$ cat src/rtl/mac_pkg.sv
// Shared types and constants for the multiply-accumulate controller.
package mac_pkg;

    localparam int OP_W   = 8;
    localparam int PROD_W = 16;

    typedef enum logic [1:0] {
        ACCEPT = 2'd0,
        DRAIN  = 2'd1,
        DONE   = 2'd2
    } state_t;

    // Travels alongside each operand pair until its product is due.
    typedef struct packed {
        logic valid;
        logic last;
    } tag_t;

endpackage

$ cat src/rtl/mac_tag_delay.sv
// Fixed-depth shift register of operand tags, matching MPY latency plus the
// operand register stage.
module mac_tag_delay
    import mac_pkg::*;
#(
    parameter int DEPTH = 2
) (
    input  logic clk,
    input  logic rst,
    input  tag_t tag_in,
    output tag_t tag_out
);

    tag_t stages [DEPTH];

    // Shift tags one stage per clock; reset discards anything in flight.
    always_ff @(posedge clk) begin
        if (rst) begin
            for (int unsigned i = 0; i < DEPTH; i++) begin
                stages[i] <= '0;
            end
        end else begin
            stages[0] <= tag_in;
            for (int unsigned i = 1; i < DEPTH; i++) begin
                stages[i] <= stages[i-1];
            end
        end
    end

    assign tag_out = stages[DEPTH-1];

endmodule

$ cat src/rtl/mpy_mac_accum.sv
// Multiply-accumulate controller wrapped around an external signed 8x8
// multiplier: registers operands, tracks them through the MPY latency and
// accumulates products into a dot-product result.
module mpy_mac_accum
    import mac_pkg::*;
#(
    parameter int MPY_LAT = 1,
    parameter int ACC_W   = 24,
    parameter int CNT_W   = 8
) (
    input  logic              clk,
    input  logic              rst,
    input  logic              in_valid,
    output logic              in_ready,
    input  logic [OP_W-1:0]   in_a,
    input  logic [OP_W-1:0]   in_b,
    input  logic              in_last,
    output logic [OP_W-1:0]   mpy_a,
    output logic [OP_W-1:0]   mpy_b,
    input  logic [PROD_W-1:0] mpy_product,
    output logic              out_valid,
    input  logic              out_ready,
    output logic [ACC_W-1:0]  out_acc,
    output logic [CNT_W-1:0]  out_count,
    output logic              out_ovf
);

    state_t             state;
    logic [ACC_W-1:0]   acc;
    logic [CNT_W-1:0]   count;
    logic               ovf;
    logic               first;
    logic               last_done;
    tag_t               tag_in;
    tag_t               tag_out;
    logic               accept;
    logic               done_hs;
    logic [ACC_W-1:0]   prod_ext;
    logic [ACC_W-1:0]   sum;
    logic               add_ovf;
    logic               cnt_sat;

    assign in_ready  = (state == ACCEPT) && !rst;
    assign accept    = in_valid && in_ready;
    assign out_valid = (state == DONE);
    assign done_hs   = out_valid && out_ready;

    assign tag_in    = '{valid: accept, last: in_last};

    assign prod_ext  = {{(ACC_W-PROD_W){mpy_product[PROD_W-1]}}, mpy_product};
    assign sum       = acc + prod_ext;
    assign add_ovf   = (acc[ACC_W-1] == prod_ext[ACC_W-1]) && (sum[ACC_W-1] != acc[ACC_W-1]);
    assign cnt_sat   = &count;

    mac_tag_delay #(
        .DEPTH (1 + MPY_LAT)
    ) u_tag_delay (
        .clk     (clk),
        .rst     (rst),
        .tag_in  (tag_in),
        .tag_out (tag_out)
    );

    // Capture operands onto the multiplier inputs on accept, hold otherwise.
    always_ff @(posedge clk) begin
        if (rst) begin
            mpy_a <= '0;
            mpy_b <= '0;
        end else if (accept) begin
            mpy_a <= in_a;
            mpy_b <= in_b;
        end
    end

    // Accumulate the product whose tag is exiting; first term of a vector
    // loads instead of adding, so no clear cycle is needed between vectors.
    always_ff @(posedge clk) begin
        if (rst) begin
            acc       <= '0;
            count     <= '0;
            ovf       <= 1'b0;
            first     <= 1'b1;
            last_done <= 1'b0;
        end else begin
            last_done <= tag_out.valid && tag_out.last;
            if (tag_out.valid) begin
                first <= tag_out.last;
                if (first) begin
                    acc   <= prod_ext;
                    count <= CNT_W'(1);
                end else begin
                    acc <= sum;
                    if (!cnt_sat) begin
                        count <= count + 1'b1;
                    end
                    if (add_ovf || cnt_sat) begin
                        ovf <= 1'b1;
                    end
                end
            end else if (done_hs) begin
                ovf <= 1'b0;
            end
        end
    end

    // Control sequence: accept terms, drain the pipeline, present the result.
    always_ff @(posedge clk) begin
        if (rst) begin
            state <= ACCEPT;
        end else begin
            case (state)
                ACCEPT:  if (accept && in_last) state <= DRAIN;
                DRAIN:   if (last_done)         state <= DONE;
                DONE:    if (out_ready)         state <= ACCEPT;
                default:                        state <= ACCEPT;
            endcase
        end
    end

    assign out_acc   = acc;
    assign out_count = count;
    assign out_ovf   = ovf;

endmodule

$ cat config.mk
export PLATFORM = sky130hd
export DESIGN_NAME = mpy_mac_accum
export DESIGN_NICKNAME = d
export VERILOG_FILES = /design/src/rtl/mac_pkg.sv /design/src/rtl/mac_tag_delay.sv /design/src/rtl/mpy_mac_accum.sv
export SDC_FILE = /design/constraint.sdc
export NUM_CORES = 1
export LEC_CHECK = 0
export BUFFER_PORTS_ARGS = -buffer_cell sky130_fd_sc_hd__buf_4
export CAP_MARGIN = 0
export CORE_MARGIN = 2
export CORE_UTILIZATION = 25
export CTS_CLUSTER_DIAMETER = 60
export DETAILED_ROUTE_END_ITERATION = 8
export GPL_TIMING_DRIVEN = 0
export PLACE_DENSITY_LB_ADDON = 0.1
export SKIP_LAST_GASP = 1
export SYNTH_ARGS = -nofsm -noshare
export SYNTH_HDL_FRONTEND = slang
export SYNTH_SLANG_ARGS = --single-unit
export TNS_END_PERCENT = 30
$ cat constraint.sdc
create_clock -name clk -period 2.7 [get_ports clk]
set_input_delay 0.135 -clock clk [delete_from_list [all_inputs] [get_ports clk]]
set_output_delay 0.135 -clock clk [all_outputs]
set_load 0.05 [all_outputs]
==> results of run 1 <==
==> worst max-delay path, cell delays in order (launching register included) <==
cell and delay [ps]:
sky130_fd_sc_hd__dfxtp_2 340, sky130_fd_sc_hd__ha_1 160, sky130_fd_sc_hd__inv_1 50, sky130_fd_sc_hd__fa_1 380, sky130_fd_sc_hd__nand2b_4 160, sky130_fd_sc_hd__a21o_1 240
sky130_fd_sc_hd__a311oi_2 280, sky130_fd_sc_hd__nor3_2 120, sky130_fd_sc_hd__a2111oi_2 370, sky130_fd_sc_hd__a31oi_1 70, sky130_fd_sc_hd__a311oi_1 260
==> cells in the mapped netlist (3+ instances only) <==
master	n
sky130_fd_sc_hd__inv_1	12
sky130_fd_sc_hd__nor3_1	8
sky130_fd_sc_hd__xnor2_1	11
sky130_fd_sc_hd__a21oi_1	31
sky130_fd_sc_hd__o22ai_1	5
sky130_fd_sc_hd__a21o_1	8
sky130_fd_sc_hd__o21ai_1	3
sky130_fd_sc_hd__nor2_1	42
sky130_fd_sc_hd__mux2i_1	5
sky130_fd_sc_hd__clkbuf_1	21
sky130_fd_sc_hd__a31oi_1	8
sky130_fd_sc_hd__nand4_1	4
sky130_fd_sc_hd__nand3_1	14
sky130_fd_sc_hd__o21a_1	7
sky130_fd_sc_hd__o211ai_1	7
sky130_fd_sc_hd__ha_1	24
sky130_fd_sc_hd__a211oi_1	9
sky130_fd_sc_hd__or3_1	6
sky130_fd_sc_hd__dfxtp_1	57
sky130_fd_sc_hd__nand2b_1	22
sky130_fd_sc_hd__and3_1	4
sky130_fd_sc_hd__o21ai_0	38
sky130_fd_sc_hd__nand2_1	52
sky130_fd_sc_hd__o31ai_1	3
sky130_fd_sc_hd__xor2_1	5
sky130_fd_sc_hd__a311oi_1	6
sky130_fd_sc_hd__nor2b_1	9
==> registers in the layout, indices dropped and copies added (netlist names) <==
register and flops:
first 1, state 2, out_count 8, u_tag_delay.stages 4, last_done 1, out_acc 24, mpy_b 8, out_ovf 1
mpy_a 8
==> layer usage <==
layer  track usage (%)  share of wire (%)
met1              20.6                 47
met2              24.3                 46
met3              3.74                4.9
met4              5.75                1.8
met5                 0                  0
==> timing repair <==
action,CTS,global route
hold buffers,10,0
buffers inserted,0,1
endpoints found under the hold margin,10,0
resized for setup,0,2
endpoints found under the setup margin,0,2
==> worst max-delay path by stage <==
| stage | startpoint | end | slack (ps) | cells past startpoint |
|---|---|---|---|---|
| floorplan | out_acc[1]$_SDFFE_PP0P_ | out_acc[20]$_SDFFE_PP0P_ | 90 | 9 |
| global placement | out_acc[0]$_SDFFE_PP0P_ | out_acc[20]$_SDFFE_PP0P_ | 130 | 10 |
| detailed placement | out_acc[0]$_SDFFE_PP0P_ | out_acc[20]$_SDFFE_PP0P_ | 110 | 10 |
| CTS | out_acc[0]$_SDFFE_PP0P_ | out_acc[20]$_SDFFE_PP0P_ | 110 | 10 |
| global route | out_acc[0]$_SDFFE_PP0P_ | out_acc[20]$_SDFFE_PP0P_ | 20 | 10 |
| finish | out_acc[0]$_SDFFE_PP0P_ | out_acc[20]$_SDFFE_PP0P_ | 190 | 10 |
==> per-stage QoR <==
stage	setup slack [ps]	hold slack [ps]	instance area, sq um	power, mW
2_1_floorplan	93.8	244	3620	1.35
3_3_place_gp	130	329	4500	1.54
3_5_place_dp	113	338	4500	1.54
4_1_cts	105	2.11	4930	2.88
5_1_grt	20.5	13.2	4950	2.98
6_report	187	9.25	4950	2.84
==> report_power, final <==
part           switching (mW)  total (mW)  internal (mW)
clock                   0.411        1.30          0.892
sequential             0.0300       0.915          0.885
combinational           0.393       0.624          0.231
total                   0.834        2.84           2.01
==> layout make-up <==
type / instances / share of cell area, %
plain buffers: 24 / 1.92
clock buffers: 9 / 4.55
clock inverters: 6 / 2.17
inverters: 14 / 1.06
multi-input cells: 367 / 47.3
flip-flops and latches: 57 / 23.1
well taps: 180 / 4.55
repair buffers: 98 / 15.4
==> logic make-up after synthesis <==
logic type                 count (synthesis)
and+or+nand+nor                          172
buffers and inverters                     38
muxes                                      6
xor gates and xnor gates                  16
AOI/OAI and AO/OA                        148
adders and majority gates                 25
DFF                                       57
==> results.md, run 1 <==
Outcome:
- The run finished with clean final reports.

Synthesis:
- Summing the areas of all fa, ha and maj instances in the mapped netlist gives 8.85% of the synthesized area.
- Of the total synthesized cell area, the portion taken by XOR and XNOR cells is under 10%.
- The number of synthesis warnings is 0.
- The share of the synthesized area in compound gates (AO/OA/AOI/OAI) is 27.1%.
- Yosys attributes the largest share of cell area to sky130_fd_sc_hd__dfxtp_1 (32%), sky130_fd_sc_hd__ha_1 (8.3%), sky130_fd_sc_hd__nand2_1 (5.4%).
- The largest total area in the synthesized netlist belongs to sky130_fd_sc_hd__dfxtp_1.
- The number of library cell types mapped by synthesis is 60.
- The top cell type's share of synthesized area is about a third.
- The flop and latch count out of synthesis is 57.
- The post-synthesis mux area share is about 1.7%.
- Sequential elements use 31.5% of the synthesized area.
- After synthesis, the largest family of logic cells by area is compound AO/OA/AOI/OAI gates.
- The prevailing post-synth register cell is sky130_fd_sc_hd__dfxtp_1.
- The post-synthesis net count is around 520.
- The number of instances in the synthesized netlist is ~460.
- Counting flops with a built-in enable in the synthesized netlist gives 0.
- The async set or reset register ratio after synthesis is 0%.
- After synthesis, the mean cell area works out to about 7.8 sq um.
- Of the total synthesized cell area, the portion taken by AND, OR, NAND and NOR gates is between 20 and 25%.
- In this run the cell area of the synthesized design comes to approximately 3600 sq um.

Drt:
- Once detail routing completed, the nets flagged for antenna violations numbered 0.
- The first-pass iteration count of the detailed router is 6.
- The post-detailed-route via-to-cell ratio is 4.97.
- In the routed design, unresolved DRC markers number 0.
- The total wirelength of the detailed-routed design is 12000 um.
- In this run, the number of DRC markers left after iteration 0 of detailed routing was 229.
- The final route contains 3753 vias.
- The routed length per placed instance is roughly 16 um.

Setup path:
- The highest net fanout along the worst path is 4.
- The capture point of the worst reg-to-reg path is out_acc[20]$_SDFFE_PP0P_.
- The worst setup path is launched from a flip-flop.
- The type of the worst setup path is flip-flop to flip-flop.
- At the worst endpoint, the arrival time is 2750 ps.
- At the worst endpoint, the required time is 2930 ps.
- The worst register-to-register path has a setup slack of 190 ps.
- STA classifies the critical path endpoint as a flip-flop.
- The startpoint of the most critical register-to-register path is out_acc[0]$_SDFFE_PP0P_.
- The cell depth of the worst flop-to-flop path is 10.

GRT:
- The largest net degree at the start of global routing is 11.
- The global-route usage over all layers is between 10% and 20%.
- The initial antenna violation count was 0.
- The total grt overflow is 0.
- The first global-routing pass estimated 19000 um of wire.
- The via count of the first global-routing pass is between 3000 and 4000.

Clock network:
- The root buffer cell is sky130_fd_sc_hd__clkbuf_16.
- At the later pin of the worst-skew pair, clock insertion delay measures 330 ps.
- The clock net in this run drives a total of 57 sinks.
- The clock buffer count from CTS is 9.
- The TritonCTS clock tree is done.
- The CTS clock-pin slew for the worst setup and hold paths is 50 ps.
- The number of buffers on the longest clock path is 2.
- The H-tree was split into 3 levels.

Layout:
- Summing all multi-input logic gate instances after layout gives between 2000 and 2500 sq um.
- The library cell used most frequently in the layout, excluding fill and tap cells, is sky130_fd_sc_hd__buf_4.
- The final-layout fill cell count is 1524.
- The library cells used most frequently in the layout, excluding fill and tap cells, are sky130_fd_sc_hd__buf_4 (89), sky130_fd_sc_hd__dfxtp_1 (56), sky130_fd_sc_hd__nand2_1 (52).
- The fraction of final layout cells sized beyond drive strength 1 is roughly a fifth.
- The count of nets after finishing is 633.
- Relative to the synthesized area, the layout overhead comes to 36.8%.
- After the flow finishes, the layout carries non-filler instances totaling around 760.
- The area taken by flip-flops and latches is approximately 1100 sq um.
- Cells fill between 30% and 40% of the core in the end.
- The number of antenna diodes is 0.

Timing:
- The hold violation total from the final report is 0.
- Dividing the final minimum period by the clock period gives ~93%.
- Measured against its own limit, the worst slew margin works out to 40.9%.
- The transition at the pin with the smallest max-transition slack is 883 ps.
- Setup violations remaining at the end of the flow were counted as 0.
- The post-layout minimum cycle time is 2510 ps.
- Derived from the worst setup path, the maximum achievable clock frequency is slightly below 400 MHz.
- After routing, the total negative slack on setup checks comes to 0 ps.
- Setup repair after global routing left no endpoint under its margin.
- The count of pins over their slew limit came to 0.
- Clock skew on the completed layout was measured at 9.43 ps.

Floorplan:
- After floorplanning, the core was sized to cover about 14000 sq um.
- The row count is 43.
- The chip height is 124 um.
- The die extent in x is about 120 um.
- The starting density of the core is between 20 and 30%.
- The floorplan step defined a die boundary enclosing around 15000 sq um.
- Pin placement for this block handled 88 I/O pins.

Placement:
- The cell count after placement is approximately 730.
- The number of buffer cells added on primary ports is 87.
- The post-detailed-placement half-perimeter wirelength is ~9000 um.
- The global placer's final weighted congestion is 0.813.

Min path:
- The number of cells on the worst hold path is 3.
- For hold timing, the worst endpoint is mpy_a[1]$_SDFFE_PP0P_.
- The launch point of the worst hold path is in_a[1].
- In this run the worst hold path is classified as input pin to flip-flop.

Power and ir drop:
- The areal power density over the cells is around 570 nW/um^2.
- The leakage power is 2.07 nW.
- The highest ir drop seen on vdd is between 200 and 250 uV.

Job:
- The total of max-cap violations is 0.
(Power assumes the default switching activity.)
==> inputs of run 2 (changes only) <==
--- a/config.mk
+++ b/config.mk
@@ -5,6 +5,7 @@
 export SDC_FILE = /design/constraint.sdc
 export NUM_CORES = 1
 export LEC_CHECK = 0
+export ABC_AREA = 1
 export BUFFER_PORTS_ARGS = -buffer_cell sky130_fd_sc_hd__buf_4
 export CAP_MARGIN = 0
 export CORE_MARGIN = 2
@@ -13,6 +14,7 @@
 export DETAILED_ROUTE_END_ITERATION = 8
 export GPL_TIMING_DRIVEN = 0
 export PLACE_DENSITY_LB_ADDON = 0.1
+export RECOVER_POWER = 25
 export SKIP_LAST_GASP = 1
 export SYNTH_ARGS = -nofsm -noshare
 export SYNTH_HDL_FRONTEND = slang
==> results.md, run 2 <==
Outcome:
- The run finished with clean final reports.

Synthesis:
- The flop and latch count out of synthesis is 57.
- After synthesis, flip-flops and latches occupy 29.9% of the total area.
- After synthesis, the mean cell area works out to 6.31 sq um.
- The prevailing post-synth register cell is sky130_fd_sc_hd__dfxtp_1.
- Sorting the synthesized cells by how often they occur yields sky130_fd_sc_hd__nand2_1 (173), sky130_fd_sc_hd__inv_1 (79), sky130_fd_sc_hd__dfxtp_1 (57).
- Synthesis produced 606 cells.
- By area the synthesized netlist is led by sky130_fd_sc_hd__dfxtp_1 (30%), sky130_fd_sc_hd__nand2_1 (17%), sky130_fd_sc_hd__ha_1 (7.9%).
- For this run, the number of Yosys warnings is 0.
- The number of library cell types mapped by synthesis is 33.
- The number of nets handed over by synthesis was 668.
- The area of the mapped netlist is between 3000 and 4000 sq um.
- sky130_fd_sc_hd__nand2_1 is the most common cell in the netlist.
- Counting flops with an async set or reset pin after synthesis yields a share of 0%.
- The synthesized design spends more area on one cell type than any other, namely sky130_fd_sc_hd__dfxtp_1.
- The top cell type's share of synthesized area is 29.9%.
- In this run, synthesis inferred 0 flip-flops with an integrated enable.

Setup path:
- The data required time of the worst path is 2890 ps.
- The type of the worst setup path is flip-flop to flip-flop.
- The maximum single-stage delay on the critical path is 420 ps.
- The most numerous cell type found on the critical path is sky130_fd_sc_hd__nand2_1.
- The startpoint identified for the worst register-to-register timing path is out_acc[0]$_SDFFE_PP0P_.
- Of all nets on the critical path, the largest fanout is 5.
- For the worst setup path, the data arrival time is around 2500 ps.
- The standard cell with the maximum stage delay on the critical path is sky130_fd_sc_hd__fa_1.
- The critical path endpoint category is a flip-flop.
- The worst setup path is launched from a flip-flop.
- Walking the worst path, the cells encountered are ha_1 -> inv_1 -> fa_1 -> o21ai_2 -> inv_1 -> o21ai_2 -> nand2_1 -> nand2_1 -> nand2_1 -> nand3_1 -> a21oi_1.
- The largest delay contributor family on the critical path is adder cells.
- The origin of the worst setup path is out_acc[0]$_SDFFE_PP0P_.
- Counting both buffers and inverters, the worst setup path holds a total of 2.

Layout:
- The synthesis-to-finish area growth is 32.0%.
- In the layout the commonest cells are sky130_fd_sc_hd__nand2_1 (173), sky130_fd_sc_hd__inv_1 (79), sky130_fd_sc_hd__buf_4 (63).
- The area of all placed cells without fillers is 5040 sq um.
- Summing all multi-input logic gate instances after layout gives approximately 2300 sq um.
- Leaving out fill and tap cells, the most frequent cell in the layout is sky130_fd_sc_hd__nand2_1.
- The fraction of final layout cells sized beyond drive strength 1 is roughly 16%.
- The final-layout fill cell count is about 1700.
- The count of nets after finishing is 779.
- The flip-flop count of the largest register, all copies and words added is 24.
- The area taken by flip-flops and latches is 1140 sq um.
- The repair_antennas step left the layout with diodes totalling 0.

Min path:
- The worst hold-check path type is input pin to flip-flop.
- The worst hold path begins at in_b[6].

Job:
- The total of max-cap violations is 0.

Drt:
- The number of design rule violations left after detail routing is 0.
- The final antenna-violating net count is 0.
- The post-detailed-route via-to-cell ratio is 4.60.
- Summed over all nets, wire length on met2 after detailed routing comes to 5360 um.
- Detailed routing inserted a total of 4188 vias.
- The routed design has around 12000 um of wire.
- The sum of routed wire segments on met1 is 6190 um.
- The routed length per placed instance is 13.5 um.
- The first-pass iteration count of the detailed router is 6.
- The detailed router finished its first iteration with approximately 230 violations.
- Wire segments on met3 add up to 512 um in the final route.
- The uppermost signal routing layer after detailed routing is met4.

GRT:
- The total grt overflow is 0.
- Entering global routing, the biggest net connects 12 pins.
- The first global-routing pass estimated 20000 um of wire.
- The initial antenna violation count is 0.
- The via count of the first global-routing pass is about 4000.
- The global-route usage over all layers is 15.4%.

Clock network:
- The number of clock sinks is between 50 and 60.
- TritonCTS created 9 clock buffers.
- The CTS clock-pin slew for the worst setup and hold paths is 60 ps.
- The H-tree depth is 3.
- For the worst-skew pair, the clock arrives at the later sink with an insertion delay of 330 ps.
- After clock tree synthesis, the setup repair step added 0 buffers.
- The TritonCTS clock tree is done.
- The cell sitting at the root of the clock tree is a sky130_fd_sc_hd__clkbuf_16.
- The number of hold-repair buffers added at the cts stage is 13.
- Counting along the longest clock path gives a buffer depth of 2.
- The number of gates resized after CTS is 0.

Power and ir drop:
- The highest ir drop seen on vdd is approximately 280 uV.
- Power spread over the standard cell area amounts to 524 nW/um^2.
- Summed over all cells, the static leakage comes to about 2.4 nW.

Placement:
- The HPWL after detailed placement is 9810 um.
- The placed instances occupy a cell area of between 4000 and 5000 sq um.
- The global placer's final weighted congestion is 0.898.
- The number of buffer cells added on primary ports is 87.

Timing:
- The final critical path takes up 87.0% of the cycle.
- The count of pins over their slew limit is 0.
- The normalized max-slew margin is 50.4%.
- Setup repair after global routing left no endpoint under its margin.
- At the pin with the least slew margin, the transition time is 744 ps.
- The maximum clock frequency is 425 MHz.
- The clock skew after layout is 6.99 ps.
- The post-route setup TNS is 0 ps.
- After layout, the minimum clock period comes to between 2000 and 2500 ps.
- The final count of negative-setup-slack endpoints is 0.
- The hold violation total from the final report was 0.

Floorplan:
- The row count is 45.
- The top-level I/O count is 88.
- The full die area is around 16000 sq um.
- From left edge to right edge, the die measures 128 um.
- The starting density of the core is 25.3%.
- The floorplan step set the die height to 128 um.
- The core box area is 15100 sq um.
==> run 2: final timing paths <==
| path | endpoint | cells after the start | slack, ps |
|---|---|---|---|
| worst max-delay path | out_acc[16]$_SDFFE_PP0P_ | 11 | 350 |
| worst min-delay path | mpy_b[6]$_SDFFE_PP0P_ | 3 | 20 |
| worst max register to register | out_acc[16]$_SDFFE_PP0P_ | 11 | 350 |
| worst min register to register | u_tag_delay.stages[0][3]$_SDFF_PP0_ | 2 | 390 |
==> run 2: stage by stage <==
stage,total power [mW],util [%],instances,hold slack [ps],worst slack [ps]
3_5_place_dp,1.52,31.2,881,339,357
5_1_grt,2.78,33.4,910,21.4,218
3_3_place_gp,1.52,31.2,881,334,347
4_1_cts,2.71,34.0,910,0.462,340
2_1_floorplan,1.32,-,606,242,504
6_report,2.64,33.4,910,15.7,350
==> run 2: cells by family (layout without fill, tap and decap cells) <==
kind of cell	Yosys count	count (layout)	share of synthesized area (%)
adder cells (fa/ha/maj)	25	25	8.38
AND/OR/NAND/NOR	308	308	34.7
buffers and inverters	94	210	9.36
XOR/XNOR	1	1	0.229
AO/OA/AOI/OAI	121	121	17.4
flip-flops	57	57	29.9
==> run 2: worst min-delay path, stage by stage <==
cell	delay [ps]
sky130_fd_sc_hd__buf_4	80
sky130_fd_sc_hd__nand2_1	40
sky130_fd_sc_hd__o21ai_0	60
==> run 2: power breakdown <==
part	switching (mW)	internal, mW
sequential	0.0305	0.884
clock	0.432	0.713
combinational	0.397	0.187
==> run 2: layout make-up <==
class                           instances  share of cell area, %
Tap cell                              188                   4.66
Inverter                               81                   6.03
Timing Repair Buffer                  100                   13.7
Clock buffer                            9                   4.46
Buffer                                 13                   1.07
Clock inverter                          7                   1.39
Sequential cell                        57                   22.6
Multi-Input combinational cell        455                   46.0
==> run 2: layer usage <==
layer  global-route usage [%]  vias up
li1                         -     2198
met1                     21.2     1892
met2                     23.5       88
met3                     3.14       10
met4                     6.46        0
met5                        0        -
==> inputs of run 3 (changes only) <==
--- a/config.mk
+++ b/config.mk
@@ -8,7 +8,7 @@
 export ABC_AREA = 1
 export BUFFER_PORTS_ARGS = -buffer_cell sky130_fd_sc_hd__buf_4
 export CAP_MARGIN = 0
-export CORE_MARGIN = 2
+export CORE_MARGIN = 4
 export CORE_UTILIZATION = 25
 export CTS_CLUSTER_DIAMETER = 60
 export DETAILED_ROUTE_END_ITERATION = 8
==> results.md, run 3 (synthesis results as in run 2) <==
Timing:
- In the finished design, the share of the clock period the worst path needs comes to 87.1%.
- The count of pins over their slew limit came to 0.
- The worst pin sits at a relative slew slack of between 50% and 60%.
- The post-layout minimum cycle time is 2350 ps.
- For the final routed database, the setup TNS stands at 0 ps.
- The clock skew after layout is around 9.6 ps.
- Hold timing on the final database bottoms out at a slack of 10.2 ps.
- The hold violation total from the final report is 0.
- At the pin with the least slew margin, the transition time is between 700 and 800 ps.
- Setup violations remaining at the end of the flow were counted as 0.
- Derived from the worst setup path, the maximum achievable clock frequency is 425 MHz.
- Setup repair after global routing left no endpoint under its margin.

Clock network:
- TritonCTS built the clock tree.
- After clock tree synthesis, the flow added hold-fix buffers numbering 12.
- TritonCTS created 9 clock buffers.
- The latest clock arrival within the worst-skew pair is roughly 340 ps.
- Clock-pin slew was measured on the worst setup and hold paths at approximately 50 ps.
- The clock passes through at most 2 buffers.
- The root buffer cell is sky130_fd_sc_hd__clkbuf_16.
- The H-tree depth is 3.
- The number of gates resized after CTS is 0.
- The post-CTS setup-driven buffer insertion count is 0.
- The tree built by TritonCTS fans out to 57 sinks.

Layout:
- Cells with a size suffix above 1 make up 15.7% of the layout.
- The number of antenna diodes is 0.
- The library cell used most frequently in the layout, excluding fill and tap cells, is sky130_fd_sc_hd__nand2_1.
- The register with the most flip-flops in the layout has 24 of them.
- The count of nets after finishing is slightly below 800.
- Compared with the post-synthesis result, the final layout area differs by 31.0%.
- The count of placed standard cells in the final layout, fillers left out is 905.
- The library cells used most frequently in the layout, excluding fill and tap cells, are sky130_fd_sc_hd__nand2_1 (173), sky130_fd_sc_hd__inv_1 (79), sky130_fd_sc_hd__buf_4 (63).

Setup path:
- Counting cells, the worst reg-to-reg path comes to 11.
- The standard cell with the maximum stage delay on the critical path is sky130_fd_sc_hd__fa_1.
- Counting stages on the worst path, the most repeated cell is sky130_fd_sc_hd__nand2_1.
- The startpoint of the most critical register-to-register path is out_acc[0]$_SDFFE_PP0P_.
- The signal on the critical path passes through ha_1 -> inv_1 -> fa_1 -> o21ai_2 -> inv_1 -> o21ai_2 -> nand2_1 -> nand2_1 -> nand2_1 -> nand3_1 -> a21oi_1.
- The worst setup path is captured at a flip-flop.
- The endpoint of the worst setup timing path is out_acc[16]$_SDFFE_PP0P_.
- The worst register-to-register path has a setup slack of approximately 350 ps.
- In this run the critical register-to-register path is captured at out_acc[16]$_SDFFE_PP0P_.
- The origin of the worst setup path is out_acc[0]$_SDFFE_PP0P_.
- The highest net fanout along the worst path is 5.
- The data required time of the worst path is between 2000 and 3000 ps.
- The worst setup path is launched from a flip-flop.
- The type of the worst setup path is flip-flop to flip-flop.
- Data on the critical path arrives at its endpoint at 2540 ps.
- In this design, the stage delay of the slowest critical-path cell is 430 ps.

Drt:
- In the routed design, unresolved DRC markers number 0.
- In the final routed layout, each cell accounts on average for approximately 14 um.
- The final antenna-violating net count is 0.
- The first-pass iteration count of the detailed router is 4.
- In the routed layout, each cell is associated on average with a via count of 4.62.
- The detailed router's first-iteration violation count is 230.
- The total wirelength of the detailed-routed design is about 13000 um.
- Across all layers, the routed design uses 4182 vias.

Placement:
- The number of placed instances, taps included, is between 800 and 900.
- The number of buffer cells added on primary ports is 87.
- The global placer's final weighted congestion is 0.883.
- The post-detailed-placement half-perimeter wirelength is 10200 um.

Outcome:
- The flow ran to the end, and the final reports show no timing, DRC or antenna violations.

Power and ir drop:
- The highest ir drop seen on vdd is 273 uV.
- For this design the static power due to leakage is 2.35 nW.
- Dividing total power by cell area gives a power density of 511 nW/um^2.

GRT:
- The global-route usage over all layers is 14.9%.
- The via count of the first global-routing pass is 4235.
- The initial antenna violation count is 0.
- After global routing the overflow that remains totals 0.
- The first global-routing pass estimated 21200 um of wire.
- The largest net degree at the start of global routing is 12.

Floorplan:
- From bottom edge to top edge, the die measures 132 um.
- Once the floorplan was initialized, standard cells occupied 25.9% of the core.
- The core region is ~15000 sq um.
- Measured along the x axis, the die boundary spans 132 um.
- During I/O placement, the number of pins put on the boundary was 88.
- Row generation in the floorplan step produced 44 rows.
- The full die area is 17300 sq um.

Min path:
- The worst hold-check path type is input pin to flip-flop.

Job:
- The total of max-cap violations is 0.
[run 3: cell types whose count changed in the layout (fill, tap and decap cells not counted)]
cell,previous run,this run
sky130_fd_sc_hd__clkinvlp_4,1,3
sky130_fd_sc_hd__bufinv_16,1,0
sky130_fd_sc_hd__dlygate4sd3_1,13,12
sky130_fd_sc_hd__clkinv_4,1,0
[run 3: worst max-delay path, delay by kind of cell, from the launching register on]
| kind | cells | cell delay (ps) |
|---|---|---|
| buf+inv | 2 | 230 |
| simple gates | 4 | 350 |
| compound gates | 3 | 620 |
| fa+ha+maj | 2 | 670 |
| flops | 1 | 360 |
[run 3: power by group]
part,total (mW),internal (mW),switching (mW)
clock network,1.06,0.618,0.446
registers,0.915,0.883,0.0314
logic,0.582,0.186,0.397
total,2.56,1.69,0.874
[run 3: area by class of cell]
cell class	count	area, sq um
Tap cell	184	230
Sequential cell	57	1140
Timing Repair Buffer	99	683
Clock buffer	9	225
Clock inverter	7	46.3
Fill cell	1656	9750
Inverter	81	304
Multi-Input combinational cell	455	2320
Buffer	13	53.8
[run 3: through the flow]
step	worst slack (ps)	power, mW	instance area (sq um)	util (%)
after floorplan	504	1.32	3820	-
after global routing	214	2.71	5010	33.9
after CTS	393	2.62	5100	34.5
final	349	2.56	5010	33.9
after global placement	414	1.52	4700	31.9
after detailed placement	399	1.52	4700	31.9
[run 3: how the worst min path moves through the flow]
stage / startpoint / endpoint / slack (ps) / cells after the start
4_1_cts: in_b[4] / mpy_b[4]$_SDFFE_PP0P_ / 0.3 / 3
3_5_place_dp: in_b[0] / mpy_b[0]$_SDFFE_PP0P_ / 340 / 3
6_report: in_b[4] / mpy_b[4]$_SDFFE_PP0P_ / 10 / 3
2_1_floorplan: in_last / u_tag_delay.stages[0][0]$_SDFF_PP0_ / 240 / 2
3_3_place_gp: in_a[3] / mpy_a[3]$_SDFFE_PP0P_ / 340 / 3
5_1_grt: in_b[4] / mpy_b[4]$_SDFFE_PP0P_ / 10 / 3
[run 3: layer usage]
layer / track usage (%) / up-vias / routed length [um]
li1: - / 2195 / -
met1: 19.0 / 1904 / 6210
met2: 24.6 / 70 / 5910
met3: 3.78 / 13 / 502
met4: 4.55 / 0 / 150
met5: 0 / - / 0
